### src/rtl/reset_request_gen.sv
// reset_request_gen: synchronizes and debounces the reset button, classifies presses, merges keyboard requests
module reset_request_gen #(
    parameter int SYNC_STAGES       = 2,
    parameter int DEBOUNCE_CYCLES   = 250000,
    parameter int LONG_CYCLES       = 100000000,
    parameter int HOST_PULSE_CYCLES = 64
) (
    input  logic clk50,
    input  logic reset,
    input  logic btn_n,
    input  logic kbd_reset_req,
    output logic key_reset,
    output logic host_reset_n,
    output logic btn_pressed,
    output logic long_armed
);
    localparam int DW = $clog2(DEBOUNCE_CYCLES) + 1;
    localparam int HW = $clog2(LONG_CYCLES) + 1;
    localparam int PW = $clog2(HOST_PULSE_CYCLES) + 1;
    localparam logic [DW-1:0] DEB_LAST   = DW'(DEBOUNCE_CYCLES - 1);
    localparam logic [HW-1:0] HOLD_LAST  = HW'(LONG_CYCLES - 1);
    localparam logic [PW-1:0] PULSE_LAST = PW'(HOST_PULSE_CYCLES - 1);

    typedef enum logic [1:0] {IDLE, PRESSED, HOST_PULSE, WAIT_RELEASE} state_t;

    logic [SYNC_STAGES-1:0] r_sync;
    logic [DW-1:0]          r_deb_cnt;
    logic                   r_btn_pressed;
    state_t                 r_state, w_state_nx;
    logic [HW-1:0]          r_hold_cnt, w_hold_nx;
    logic [PW-1:0]          r_pulse_cnt, w_pulse_nx;
    logic                   r_key_reset, w_key_nx;
    logic                   r_host_reset_n, w_host_nx;
    logic                   r_long_armed, w_armed_nx;
    logic                   w_sync_pressed, w_toggle, w_rise, w_fall;

    assign w_sync_pressed = ~r_sync[SYNC_STAGES-1];
    // The FSM reacts to the debounced edge in the same cycle the level register flips.
    assign w_toggle = (w_sync_pressed != r_btn_pressed) && (r_deb_cnt == DEB_LAST);
    assign w_rise   = w_toggle && !r_btn_pressed;
    assign w_fall   = w_toggle && r_btn_pressed;

    // Bring the asynchronous button into the clk50 domain; released level is 1.
    always_ff @(posedge clk50) begin
        if (reset) r_sync <= '1;
        else       r_sync <= {r_sync[SYNC_STAGES-2:0], btn_n};
    end

    // Accept a level change only after DEBOUNCE_CYCLES consecutive mismatching cycles.
    always_ff @(posedge clk50) begin
        if (reset) begin
            r_btn_pressed <= 1'b0;
            r_deb_cnt     <= '0;
        end else if (w_sync_pressed == r_btn_pressed) begin
            r_deb_cnt     <= '0;
        end else if (w_toggle) begin
            r_btn_pressed <= ~r_btn_pressed;
            r_deb_cnt     <= '0;
        end else begin
            r_deb_cnt     <= r_deb_cnt + DW'(1);
        end
    end

    // State, counters and registered outputs of the press classifier.
    always_ff @(posedge clk50) begin
        if (reset) begin
            r_state        <= IDLE;
            r_hold_cnt     <= '0;
            r_pulse_cnt    <= '0;
            r_key_reset    <= 1'b0;
            r_host_reset_n <= 1'b1;
            r_long_armed   <= 1'b0;
        end else begin
            r_state        <= w_state_nx;
            r_hold_cnt     <= w_hold_nx;
            r_pulse_cnt    <= w_pulse_nx;
            r_key_reset    <= w_key_nx;
            r_host_reset_n <= w_host_nx;
            r_long_armed   <= w_armed_nx;
        end
    end

    // Next-state logic; keyboard requests are blocked right after a key pulse so it never lasts two cycles.
    always_comb begin
        w_state_nx = r_state;
        w_hold_nx  = r_hold_cnt;
        w_pulse_nx = r_pulse_cnt;
        w_key_nx   = 1'b0;
        w_host_nx  = 1'b1;
        w_armed_nx = r_long_armed;
        unique case (r_state)
            IDLE: begin
                if (w_rise) begin
                    w_state_nx = PRESSED;
                    w_hold_nx  = '0;
                    w_armed_nx = 1'b1;
                end else if (kbd_reset_req && !r_key_reset) begin
                    w_key_nx   = 1'b1;
                end
            end
            PRESSED: begin
                w_hold_nx = r_hold_cnt + HW'(1);
                if (r_hold_cnt == HOLD_LAST) begin
                    w_state_nx = HOST_PULSE;
                    w_host_nx  = 1'b0;
                    w_pulse_nx = '0;
                end else if (w_fall) begin
                    w_state_nx = IDLE;
                    w_key_nx   = 1'b1;
                    w_armed_nx = 1'b0;
                end
            end
            HOST_PULSE: begin
                w_pulse_nx = r_pulse_cnt + PW'(1);
                w_host_nx  = r_pulse_cnt == PULSE_LAST;
                w_state_nx = r_pulse_cnt == PULSE_LAST ? WAIT_RELEASE : HOST_PULSE;
            end
            WAIT_RELEASE: begin
                if (!r_btn_pressed) begin
                    w_state_nx = IDLE;
                    w_armed_nx = 1'b0;
                end
            end
            default: w_state_nx = IDLE;
        endcase
    end

    assign key_reset    = r_key_reset;
    assign host_reset_n = r_host_reset_n;
    assign btn_pressed  = r_btn_pressed;
    assign long_armed   = r_long_armed;
endmodule

### config.mk
export PLATFORM = sky130hd
export DESIGN_NAME = reset_request_gen
export DESIGN_NICKNAME = d
export VERILOG_FILES = /design/src/rtl/reset_request_gen.sv
export SDC_FILE = /design/constraint.sdc
export NUM_CORES = 1
export LEC_CHECK = 0
export CAP_MARGIN = 25
export CELL_PAD_IN_SITES_DETAIL_PLACEMENT = 0
export CELL_PAD_IN_SITES_GLOBAL_PLACEMENT = 2
export CORE_ASPECT_RATIO = 2
export CORE_MARGIN = 2
export CORE_UTILIZATION = 38
export DETAILED_ROUTE_END_ITERATION = 6
export GPL_TIMING_DRIVEN = 0
export PLACE_DENSITY = 0.78
export SYNTH_ARGS = -nofsm -noshare
export SYNTH_HDL_FRONTEND = slang
export SYNTH_SLANG_ARGS = --single-unit
### constraint.sdc
create_clock -name clk50 -period 2.8 [get_ports clk50]
set_clock_uncertainty 0.2 [all_clocks]
set_input_delay 0.7 -clock clk50 [delete_from_list [all_inputs] [get_ports clk50]]
set_output_delay 0.7 -clock clk50 [all_outputs]
set_load 0.02 [all_outputs]
# Word level (Yosys, flattened, before mapping)
# Cells that the tools add are included.
# Widths: inputs -> output; s select.
dict set report word_totals {
  romBits 0
  elab_cells 67
  memories 0
  reg_bits 62
  latch_bits 0
  out_inout_bits 4
  ramBits 0
}
dict set report op_classes {
  n_eq_ne 14
  n_reduce_logical 16
  n_bitwise 3
  add_sub_neg 3
  n_shift 0
  div 0
  magnitude_cmp 0
  multipliers 0
  mux 22
}
# cell count
set op_table {}
lappend op_table {{$pmux 28 s2} 1}
lappend op_table {{$add 28x1->28 const B} 1}
lappend op_table {{$eq 28x27->1 const B} 1}
lappend op_table {{$mux 28} 1}
lappend op_table {{$add 19x1->19 const B} 1}
lappend op_table {{$eq 19x18->1 const B} 1}
lappend op_table {{$pmux 7 s2} 1}
lappend op_table {{$mux 1} 10}
lappend op_table {{$ne 2x2->1 const B} 5}
lappend op_table {{$mux 2} 4}
lappend op_table {{$pmux 2 s4} 1}
lappend op_table {{$add 7x1->7 const B} 1}
lappend op_table {{$eq 7x6->1 const B} 1}
lappend op_table {{$mux 7} 1}
lappend op_table {{$reduce_and 2->1} 3}
lappend op_table {{$reduce_and 5->1} 1}
lappend op_table {{$eq 2x2->1 const B} 2}
lappend op_table {{$logic_and 1x1->1} 4}
lappend op_table {{$pmux 1 s2} 2}
lappend op_table {{$reduce_bool 2->1} 2}
lappend op_table {{$ne 3x3->1 const B} 1}
lappend op_table {{$not 1->1} 3}
lappend op_table {{$pmux 1 s3} 1}
lappend op_table {{$reduce_and 3->1} 1}
lappend op_table {{other kinds (7)} 8}

# Longest topological paths before layout
# Gate-level depths: netlist (run 1).
dict set report depth {
  depth_word 7
  mapped_depth 9
  mapped_depth_nobuf 7
}

# Worst setup path before layout (run 1)
# OpenSTA, ideal clock, no wires.
dict set report synth_path {
  path_kind {register to register}
  startpoint {register r_deb_cnt[0]}
  endpoint {register r_hold_cnt[21]}
  setup_slack_ns 0.450
  setup_time_ns 0.130
  stages_incl_launch_ff 10
  arrival_ns 2.021
  period_less_slack_ns 2.350
  path_buffers 2
  cell_sequence {dfxtp_1 -> ha_1 -> nand3_1 -> or2_4 -> o41a_1 -> buf_6 -> buf_12 -> nor4_2 -> xnor2_1 -> nor2_2}
}
dict set report synth_between {
  elab_chain_len 5
}
# item line
set synth_lines {}
lappend synth_lines {{start, declared} 27} ;# logic [DW-1:0] r_deb_cnt;
lappend synth_lines {{start signal, assigned} 60} ;# r_deb_cnt <= r_deb_cnt + DW'(1);
lappend synth_lines {{$eq 19x18->1} 39} ;# assign w_toggle = (w_sync_pressed != r_btn_pressed) && (r_deb_cnt == DEB_LAST);
lappend synth_lines {{$logic_and 1x1->1} 39}
lappend synth_lines {{$logic_and 1x1->1} 40} ;# assign w_rise = w_toggle && !r_btn_pressed;
lappend synth_lines {{$ne 2x2->1 (no line)} n/a}
lappend synth_lines {{$reduce_and 2->1 (no line)} n/a}
lappend synth_lines {{end signal, assigned} 75} ;# r_hold_cnt <= w_hold_nx;
lappend synth_lines {{end, declared} 30} ;# logic [HW-1:0] r_hold_cnt, w_hold_nx;
# No other way between the ends.
# A chain may end at the register's enable or synchronous reset.

# Final worst setup path (run 1)
dict set report layout_path {
  startpoint {register r_deb_cnt[6]}
  endpoint {register r_hold_cnt[8]}
}
# Same word-level chain as after synthesis.

==> impl_metrics.py, run 1 <==
metrics = {
    "routing": {
        "post_drt_via_cell_ratio": 5.451,
        "met1_length_um": 2881,
        "drtPass1Iterations": 4,
        "drc_errors": 0,
        "wl_met2_um": 4614,
        "antenna_left": 0,
        "dr_total_vias": 2633,
        "post_drt_wl_per_cell_um": 16.38,
        "drtIter0Drc": 81,
        "wl_met3_um": 193,
        "highest_layer": "met4",
        "wl_um": 7911,
    },
    "setup_path": {
        "ff2ff_path_depth": 8,
        "required_ns": 2.82,
        "r2r_end": "r_hold_cnt[8]$_SDFFE_PP0P_",
        "endpoint": "r_hold_cnt[8]$_SDFFE_PP0P_",
        "worstPathBufferInverterCount": 2,
        "worst_setup_path_end_kind": "flip-flop",
        "cp_top_family": "simple AND/OR/NAND/NOR gates",
        "crit_type": "flip-flop to flip-flop",
        "crit_arrival_ns": 2.66,
        "crit_start": "r_deb_cnt[6]$_SDFF_PP0_",
        "max_stage_delay_ns": 0.40,
        "reg2reg_slack_ns": 0.16,
        "crit_path_max_fanout": 10,
        "critPathSlowestCell": "nor4_1",
        "cp.depth": 8,
        "crit_chain": "nor4_1 -> nand4_1 -> o41a_1 -> buf_6 -> buf_12 -> nor4_2 -> xnor2_1 -> nor2_2",
        "r2r_start": "r_deb_cnt[6]$_SDFF_PP0_",
        "start_kind": "flip-flop",
    },
    "min_path": {
        "min_path_type": "flip-flop to flip-flop",
    },
    "grt": {
        "antenna_found_initial": 0,
        "gr-total-overflow": 0,
        "first_global_vias": 2512,
        "grt_usage_pct": 19.23,
        "grt_pass1_wl_um": 12610,
        "grt_max_degree": 11,
    },
    "timing": {
        "rsz0062_at_grt": "no",
        "hold_viol": 0,
        "fin_crit_ns": 2.636,
        "hold_slack_ns": 0.2116,
        "post-route-period-util_pct": 94.13,
        "fmax_ghz": 0.3794,
        "setup_tns_ns": 0,
        "setup_viol": 0,
        "relSlewSlack_pct": 53.65,
        "slew_viol_final": 0,
        "tightestPinTransition_ns": 0.6899,
    },
    "synthesis": {
        "synth_seq_area_share_pct": 39.74,
        "synth_area_sq_mm": 0.003123,
        "synth_edf_count": 0,
        "synthArstFlopShare_pct": 0,
        "syn_nets": 377,
        "yosys_warnings": 0,
        "avgSynthCellArea_sq_um": 8.533,
        "syn_inst": 366,
        "synth_top_family_by_area": "simple AND/OR/NAND/NOR gates",
        "synth_fa_ha_area_share_pct": 2.804,
        "synth_cell_type_count": 51,
        "synth_xor_xnor_area_share_pct": 11.50,
        "yosys-top-cells-count": "dfxtp_1, nor2_1, xnor2_1",
        "synth_area_leaders": "dfxtp_1, xnor2_1, nor2_1, xor2_1, nand2_1",
        "synth_top_cell_area_share_pct": 39.74,
        "yosysTopAreaCell": "dfxtp_1",
        "synth_seq_cells": 62,
        "synth_compound_area_share_pct": 8.974,
        "ys.flop_type": "dfxtp_1",
        "synth-simple-area-share_pct": 33.53,
        "muxShareOfSynthArea_pct": 0,
        "synthMostInstantiatedCell": "dfxtp_1",
    },
    "finish": {
        "antenna_cells": 0,
        "final_layout_size_suffix_gt1_share_pct": 10.85,
        "multi_input_area_sq_mm": 0.001779,
        "finalNetCount": 395,
        "seq_area_sq_mm": 0.001241,
        "nFillCells": 818,
        "area_growth_pct": 15.18,
    },
    "die": {
        "ios": 8,
        "die_area_sq_mm": 0.009004,
        "dieHeight_um": 132.2,
        "die_x_um": 68.11,
        "rows": 46,
        "coreArea_sq_mm": 0.007943,
        "start_util_pct": 39.32,
    },
    "clocking": {
        "clk_pin_slew_worst_paths_ns": 0.05,
        "clock_latency_ns": 0.33,
        "cts_buffers": 9,
        "cts-root-buf": "clkbuf_16",
        "cts_max_level": 3,
        "cts_tree": "done",
        "clk_path_buf_depth": 2,
        "clock-sinks": 62,
    },
    "placed_design": {
        "port_buffers": 7,
        "hpwl_um": 5933,
        "routabilityCongestion": 0.7863,
    },
    "pwr": {
        "clkPwrFrac_pct": 45.5,
        "p_seq_share_pct": 40.3,
        "p_per_area_mw_per_mm2": 630.0,
        "netSwitchingPower_uw": 603.4,
        "leakage_nw": 1.129,
        "p_int_mw": 1.663,
        "p_comb_share_pct": 14.2,
        "peakVddDrop_v": 0.0003584,
        "p_sw_share_pct": 26.63,
    },
    "outcome": {
        "status": "finished clean",
    },
    "run": {
        "cap_violations": 0,
    },
}
==> layer usage <==
metal	GRT usage, %	vias up
li1	-	1321
met1	18.25	1266
met2	35.98	30
met3	4.953	16
met5	0	-
met4	8.778	0
==> cell type report <==
class / count / area share [%]
Timing Repair Buffer: 7 / 1.948
Multi-Input combinational cell: 282 / 49.46
Sequential cell: 62 / 34.50
Clock inverter: 1 / 0.1391
Tap cell: 96 / 3.339
Inverter: 7 / 0.7304
Clock buffer: 13 / 7.513
Buffer: 15 / 2.365
==> worst min path at each step <==
stage / start / end / cells after the start
CTS: r_sync[0]$_SDFF_PP1_ / r_sync[1]$_SDFF_PP1_ / 1
floorplan: r_sync[0]$_SDFF_PP1_ / r_sync[1]$_SDFF_PP1_ / 1
global route: r_sync[0]$_SDFF_PP1_ / r_sync[1]$_SDFF_PP1_ / 1
finish: r_sync[0]$_SDFF_PP1_ / r_sync[1]$_SDFF_PP1_ / 1
detailed placement: r_sync[0]$_SDFF_PP1_ / r_sync[1]$_SDFF_PP1_ / 1
global placement: r_sync[0]$_SDFF_PP1_ / r_sync[1]$_SDFF_PP1_ / 1
==> timing repair <==
item,in CTS,in global routing
hold buffers,0,0
setup buffers,0,0
resized for setup,0,6
endpoints found under the setup margin,0,25
==> sequential cells by signal, summed over array words and instances (netlist names), named ones only <==
name and flops:
r_sync 2, key_reset 1, long_armed 1, r_hold_cnt 28
r_pulse_cnt 7, btn_pressed 1, r_deb_cnt 19, host_reset_n 1
r_state 1
==> logic make-up (layout without fill, tap and decap cells) <==
family	after synthesis	count (layout)
simple gates	192	192
flops	62	62
xor+xnor	41	41
buf+inv	22	43
fa+ha+maj	7	7
compound gates	42	42
==> through the flow <==
step	utilization [%]	power [mW]	setup slack [ns]	instance area (sq um)	std cells
finish	45.29	2.266	0.1644	3597	483
global route	45.29	2.368	0.002252	3597	483
CTS	45.18	2.298	0.07547	3588	483
detailed placement	41.71	1.255	0.07457	3313	469
global placement	41.71	1.257	0.04987	3313	469
floorplan	-	1.148	0.4498	3123	366
==> power groups by stage <==
stage / logic [mW] / registers (mW) / clock network (mW)
global route: 0.354 / 0.914 / 1.10
detailed placement: 0.324 / 0.931 / 0
finish: 0.323 / 0.913 / 1.03
floorplan: 0.209 / 0.939 / 0
CTS: 0.326 / 0.912 / 1.06
global placement: 0.327 / 0.930 / 0
==> placed cells by master, fill, tap and decap left out, types with 5 or more instances in the layout <==
| master | n |
|---|---|
| clkbuf_16 | 9 |
| xor2_1 | 12 |
| nor2_1 | 58 |
| xnor2_1 | 29 |
| and2_1 | 5 |
| inv_1 | 7 |
| nor4_1 | 8 |
| or3_1 | 5 |
| ha_1 | 7 |
| and3_1 | 7 |
| nor4_2 | 7 |
| dfxtp_1 | 62 |
| nand3_1 | 15 |
| nor3_1 | 18 |
| a21oi_1 | 13 |
| nand2_1 | 27 |
| nand4_1 | 12 |
| o21ai_0 | 9 |
| nor2_2 | 6 |
| clkdlybuf4s50_1 | 7 |
| clkbuf_1 | 9 |
Power figures use the tool's default switching activity.
==> run 2, diff against run 1 <==
CORE_MARGIN = 8   (was 2)
==> impl_metrics.py, run 2 (same netlist as run 1, synthesis figures left out) <==
metrics = {
    "setup_path": {
        "start_kind": "flip-flop",
        "crit_start": "r_state[0]$_SDFFE_PP0P_",
        "crit_path_max_fanout": 8,
        "worst_setup_path_end_kind": "flip-flop",
        "ff2ff_path_depth": 7,
        "r2r_end": "r_state[0]$_SDFFE_PP0P_",
        "crit_chain": "inv_1 -> ha_1 -> or3_1 -> nor4_1 -> a211o_1 -> a21oi_1 -> a2111oi_0",
        "required_ns": 2.81,
        "crit_type": "flip-flop to flip-flop",
        "max_stage_delay_ns": 0.43,
        "reg2reg_slack_ns": 0.20,
        "critPathSlowestCell": "dfxtp_1",
        "r2r_start": "r_state[0]$_SDFFE_PP0P_",
        "crit_arrival_ns": 2.60,
    },
    "timing": {
        "tightestPinTransition_ns": 0.6812,
        "rsz0062_at_grt": "no",
        "slew_viol_final": 0,
        "fin_crit_ns": 2.598,
        "relSlewSlack_pct": 54.21,
        "setup_tns_ns": 0,
        "post-route-period-util_pct": 92.78,
        "hold_viol": 0,
        "setup_viol": 0,
        "fmax_ghz": 0.3849,
    },
    "placed_design": {
        "port_buffers": 7,
        "placed_cells": 471,
        "routabilityCongestion": 0.7385,
        "dpl-instance-area_sq_mm": 0.003316,
        "hpwl_um": 5109,
    },
    "die": {
        "die_x_um": 80.11,
        "dieHeight_um": 144.2,
        "coreArea_sq_mm": 0.008115,
        "rows": 47,
        "die_area_sq_mm": 0.01155,
        "start_util_pct": 38.48,
        "ios": 8,
    },
    "pwr": {
        "netSwitchingPower_uw": 607.8,
        "p_sw_share_pct": 26.72,
        "p_seq_share_pct": 40.1,
        "clkPwrFrac_pct": 45.9,
        "leakage_nw": 1.137,
        "peakVddDrop_v": 0.0004100,
        "p_int_mw": 1.667,
        "p_per_area_mw_per_mm2": 630.1,
        "p_comb_share_pct": 14.0,
    },
    "grt": {
        "grt_max_degree": 11,
        "gr-total-overflow": 0,
        "antenna_found_initial": 0,
        "grt_pass1_wl_um": 12180,
        "first_global_vias": 2576,
        "grt_usage_pct": 13.56,
    },
    "routing": {
        "post_drt_wl_per_cell_um": 14.66,
        "antenna_left": 0,
        "drtIter0Drc": 117,
        "drtPass1Iterations": 4,
        "post_drt_via_cell_ratio": 5.396,
        "dr_total_vias": 2628,
        "drc_errors": 0,
        "wl_um": 7138,
    },
    "clocking": {
        "clock-sinks": 62,
        "cts_buffers": 9,
        "clk_pin_slew_worst_paths_ns": 0.05,
        "cts_tree": "done",
        "clock_latency_ns": 0.33,
        "clk_path_buf_depth": 2,
        "cts_max_level": 3,
        "cts-root-buf": "clkbuf_16",
    },
    "finish": {
        "largest_reg_flops": 28,
        "finalNetCount": 395,
        "antenna_cells": 0,
        "largest-register": "r_hold_cnt",
        "final_layout_size_suffix_gt1_share_pct": 11.31,
        "area_growth_pct": 15.58,
        "nFillCells": 786,
        "mostFrequentLayoutCell": "dfxtp_1",
        "final_cell_mix": "dfxtp_1, nor2_1, xnor2_1",
        "final_cells": 487,
        "fin_area_sq_mm": 0.003610,
        "reg.largest.list": "r_hold_cnt (28), r_deb_cnt (19), r_pulse_cnt (7)",
    },
    "run": {
        "cap_violations": 0,
    },
    "min_path": {
        "hold_depth": 1,
        "min_to": "r_sync[1]$_SDFF_PP1_",
        "min_from": "r_sync[0]$_SDFF_PP1_",
        "min_path_type": "flip-flop to flip-flop",
    },
    "outcome": {
        "status": "finished clean",
    },
}
-- run 2: cell count changes in the layout (fill, tap and decap cells not counted) --
cell | before | now
clkinv_2 | 1 | 4
buf_1 | 1 | 2
clkbuf_1 | 9 | 8
clkbuf_2 | 3 | 2
-- run 2: repair_timing --
item / 4_1_cts / 5_1_grt
buffers inserted: 0 / 0
gates resized for setup: 0 / 5
hold buffers: 0 / 0
endpoints found under the setup margin: 0 / 19
-- run 2: layout make-up --
class                           instances  area, sq um  area share (%)
Tap cell                               98        122.6           3.397
Multi-Input combinational cell        282         1779           49.29
Clock buffer                           12        266.5           7.383
Inverter                                7        26.28          0.7279
Timing Repair Buffer                    7        70.07           1.941
Sequential cell                        62         1241           34.38
Buffer                                 15        83.83           2.322
Clock inverter                          4        20.02          0.5546
-- run 2: per-layer routing --
layer / share of wire [%] / global-route usage (%) / vias up
met5: 0 / 0 / -
met3: 3.2 / 2.927 / 16
met4: 3.1 / 8.977 / 0
li1: - / - / 1335
met1: 47 / 16.45 / 1237
met2: 47 / 20.77 / 40
-- run 2: worst max path at each step --
stage | end | slack (ns) | cells past startpoint
2_1_floorplan | r_hold_cnt[21]$_SDFFE_PP0P_ | 0.45 | 9
5_1_grt | r_deb_cnt[7]$_SDFF_PP0_ | 0.003 | 7
3_5_place_dp | r_state[0]$_SDFFE_PP0P_ | 0.13 | 7
4_1_cts | r_state[0]$_SDFFE_PP0P_ | 0.11 | 7
6_report | r_state[0]$_SDFFE_PP0P_ | 0.20 | 7
3_3_place_gp | r_hold_cnt[24]$_SDFFE_PP0P_ | 0.13 | 5
-- run 2: power by group through the flow --
stage                     Sequential [mW]  Clock (mW)  Combinational [mW]
final                               0.913        1.04               0.319
after global routing                0.914        1.11               0.351
after CTS                           0.912        1.08               0.320
after detailed placement            0.931           0               0.317
after global placement              0.930           0               0.317
after floorplan                     0.939           0               0.209
-- run 2: critical path: cells and delay by family, from the launching register on --
family | cells | cell delay [ns]
AOI/OAI and AO/OA | 3 | 0.61
adders and majority gates | 1 | 0.32
buffers and inverters | 1 | 0.09
DFF | 1 | 0.43
and+or+nand+nor | 2 | 0.83
-- run 2: metrics by stage --
step	setup WS, ns	total power, mW	utilization (%)	hold slack [ns]
floorplan	0.4498	1.148	-	0.1895
global placement	0.1278	1.248	40.86	0.1961
detailed placement	0.1284	1.247	40.86	0.1992
CTS	0.1086	2.312	44.39	0.2108
global route	0.003108	2.374	44.48	0.2406
finish	0.2022	2.275	44.48	0.2082
==> run 3, diff against run 2 <==
RECOVER_POWER = 100   (was default)
==> impl_metrics.py, run 3 (same netlist as run 1, synthesis figures left out) <==
metrics = {
    "finish": {
        "nFillCells": 790,
        "finalNetCount": 395,
        "antenna_cells": 0,
        "final_cells": 487,
        "final_layout_size_suffix_gt1_share_pct": 11.05,
        "seq_area_sq_mm": 0.001241,
        "fin_area_sq_mm": 0.003582,
        "multi_input_area_sq_mm": 0.001764,
        "final_cell_mix": "dfxtp_1, nor2_1, xnor2_1",
        "mostFrequentLayoutCell": "dfxtp_1",
        "reg.largest.list": "r_hold_cnt (28), r_deb_cnt (19), r_pulse_cnt (7)",
        "largest_reg_flops": 28,
        "largest-register": "r_hold_cnt",
        "area_growth_pct": 14.70,
    },
    "timing": {
        "tightestPinTransition_ns": 0.6920,
        "setup_viol": 0,
        "relSlewSlack_pct": 53.51,
        "slew_viol_final": 0,
        "fmax_ghz": 0.3833,
        "fin_crit_ns": 2.609,
        "setup_tns_ns": 0,
        "hold_viol": 0,
        "rsz0062_at_grt": "no",
        "hold_slack_ns": 0.2081,
        "post-route-period-util_pct": 93.17,
    },
    "placed_design": {
        "routabilityCongestion": 0.7385,
        "hpwl_um": 5109,
        "placed_cells": 471,
        "port_buffers": 7,
        "dpl-instance-area_sq_mm": 0.003316,
    },
    "setup_path": {
        "start_kind": "flip-flop",
        "r2r_end": "r_hold_cnt[18]$_SDFFE_PP0P_",
        "crit_chain": "ha_1 -> nand3_1 -> or2_4 -> o41a_1 -> buf_6 -> buf_4 -> nor4_1 -> xnor2_1 -> nor2_2",
        "r2r_start": "r_deb_cnt[0]$_SDFF_PP0_",
        "crit_type": "flip-flop to flip-flop",
        "required_ns": 2.82,
        "critPathSlowestCell": "o41a_1",
        "crit_path_max_fanout": 10,
        "reg2reg_slack_ns": 0.19,
        "crit_arrival_ns": 2.63,
        "worst_setup_path_end_kind": "flip-flop",
        "cp_top_family": "simple AND/OR/NAND/NOR gates",
        "max_stage_delay_ns": 0.38,
        "worstPathBufferInverterCount": 2,
        "ff2ff_path_depth": 9,
    },
    "die": {
        "ios": 8,
        "coreArea_sq_mm": 0.008115,
        "die_area_sq_mm": 0.01155,
        "rows": 47,
        "start_util_pct": 38.48,
        "die_x_um": 80.11,
        "dieHeight_um": 144.2,
    },
    "grt": {
        "grt_usage_pct": 13.56,
        "gr-total-overflow": 0,
        "antenna_found_initial": 0,
        "first_global_vias": 2576,
        "grt_pass1_wl_um": 12180,
        "grt_max_degree": 11,
    },
    "routing": {
        "post_drt_via_cell_ratio": 5.396,
        "wl_um": 7115,
        "antenna_left": 0,
        "drc_errors": 0,
        "dr_total_vias": 2628,
        "post_drt_wl_per_cell_um": 14.61,
        "drtPass1Iterations": 4,
        "drtIter0Drc": 135,
    },
    "pwr": {
        "clkPwrFrac_pct": 46.3,
        "leakage_nw": 1.138,
        "netSwitchingPower_uw": 599.2,
        "p_sw_share_pct": 26.62,
        "p_seq_share_pct": 40.6,
        "p_comb_share_pct": 13.2,
        "p_per_area_mw_per_mm2": 628.3,
        "p_int_mw": 1.652,
        "peakVddDrop_v": 0.0004064,
    },
    "min_path": {
        "min_to": "r_sync[1]$_SDFF_PP1_",
        "min_path_type": "flip-flop to flip-flop",
        "hold_depth": 1,
        "min_from": "r_sync[0]$_SDFF_PP1_",
    },
    "clocking": {
        "cts_tree": "done",
        "clk_pin_slew_worst_paths_ns": 0.05,
        "cts_max_level": 3,
        "clock_latency_ns": 0.33,
        "cts_setup_buffers": 0,
        "postCtsHoldBufs": 0,
        "clk_path_buf_depth": 2,
        "cts-root-buf": "clkbuf_16",
        "clock-sinks": 62,
        "cts_buffers": 9,
        "cts_resized": 0,
    },
    "outcome": {
        "status": "finished clean",
    },
    "run": {
        "cap_violations": 0,
    },
}
run 3: cell count changes in the layout (fill, tap and decap cells not counted), sizes merged:
cell	before	now
buf	5	4
dlygate4sd3	0	5
clkbuf	22	23
clkdlybuf4s50	7	2
run 3: stage by stage:
stage / util, % / setup slack, ns / power [mW]
floorplan: - / 0.4498 / 1.148
finish: 44.14 / 0.1912 / 2.251
CTS: 44.39 / 0.1086 / 2.312
global route: 44.14 / 0.003108 / 2.351
global placement: 40.86 / 0.1278 / 1.248
detailed placement: 40.86 / 0.1284 / 1.247
run 3: power groups by stage:
| stage | sequential (mW) | clock [mW] | combinational [mW] |
|---|---|---|---|
| final | 0.913 | 1.04 | 0.296 |
| after global routing | 0.914 | 1.11 | 0.329 |
| after CTS | 0.912 | 1.08 | 0.320 |
| after detailed placement | 0.931 | 0 | 0.317 |
| after global placement | 0.930 | 0 | 0.317 |
| after floorplan | 0.939 | 0 | 0.209 |
run 3: cell type report:
| type | count | area share, % |
|---|---|---|
| Tap cell | 98 | 3.423 |
| Clock inverter | 4 | 0.5589 |
| Clock buffer | 12 | 7.440 |
| Sequential cell | 62 | 34.65 |
| Inverter | 7 | 0.7335 |
| Multi-Input combinational cell | 282 | 49.25 |
| Buffer | 15 | 1.991 |
| Timing Repair Buffer | 7 | 1.956 |
run 3: metal layers:
layer	GRT usage, %	wire length [um]	up-vias	share of wire (%)
met5	0	0	-	0
met4	8.977	214	0	3.0
met3	2.927	216	15	3.0
met2	20.77	3314	34	47
met1	16.45	3369	1243	47
li1	-	-	1336	-
run 3: worst max path at each step:
stage	startpoint	cells past startpoint	end
6_report	r_deb_cnt[0]$_SDFF_PP0_	9	r_hold_cnt[18]$_SDFFE_PP0P_
5_1_grt	r_deb_cnt[6]$_SDFF_PP0_	7	r_deb_cnt[7]$_SDFF_PP0_
4_1_cts	r_state[0]$_SDFFE_PP0P_	7	r_state[0]$_SDFFE_PP0P_
3_5_place_dp	r_state[0]$_SDFFE_PP0P_	7	r_state[0]$_SDFFE_PP0P_
3_3_place_gp	reset	5	r_hold_cnt[24]$_SDFFE_PP0P_
2_1_floorplan	r_deb_cnt[0]$_SDFF_PP0_	9	r_hold_cnt[21]$_SDFFE_PP0P_
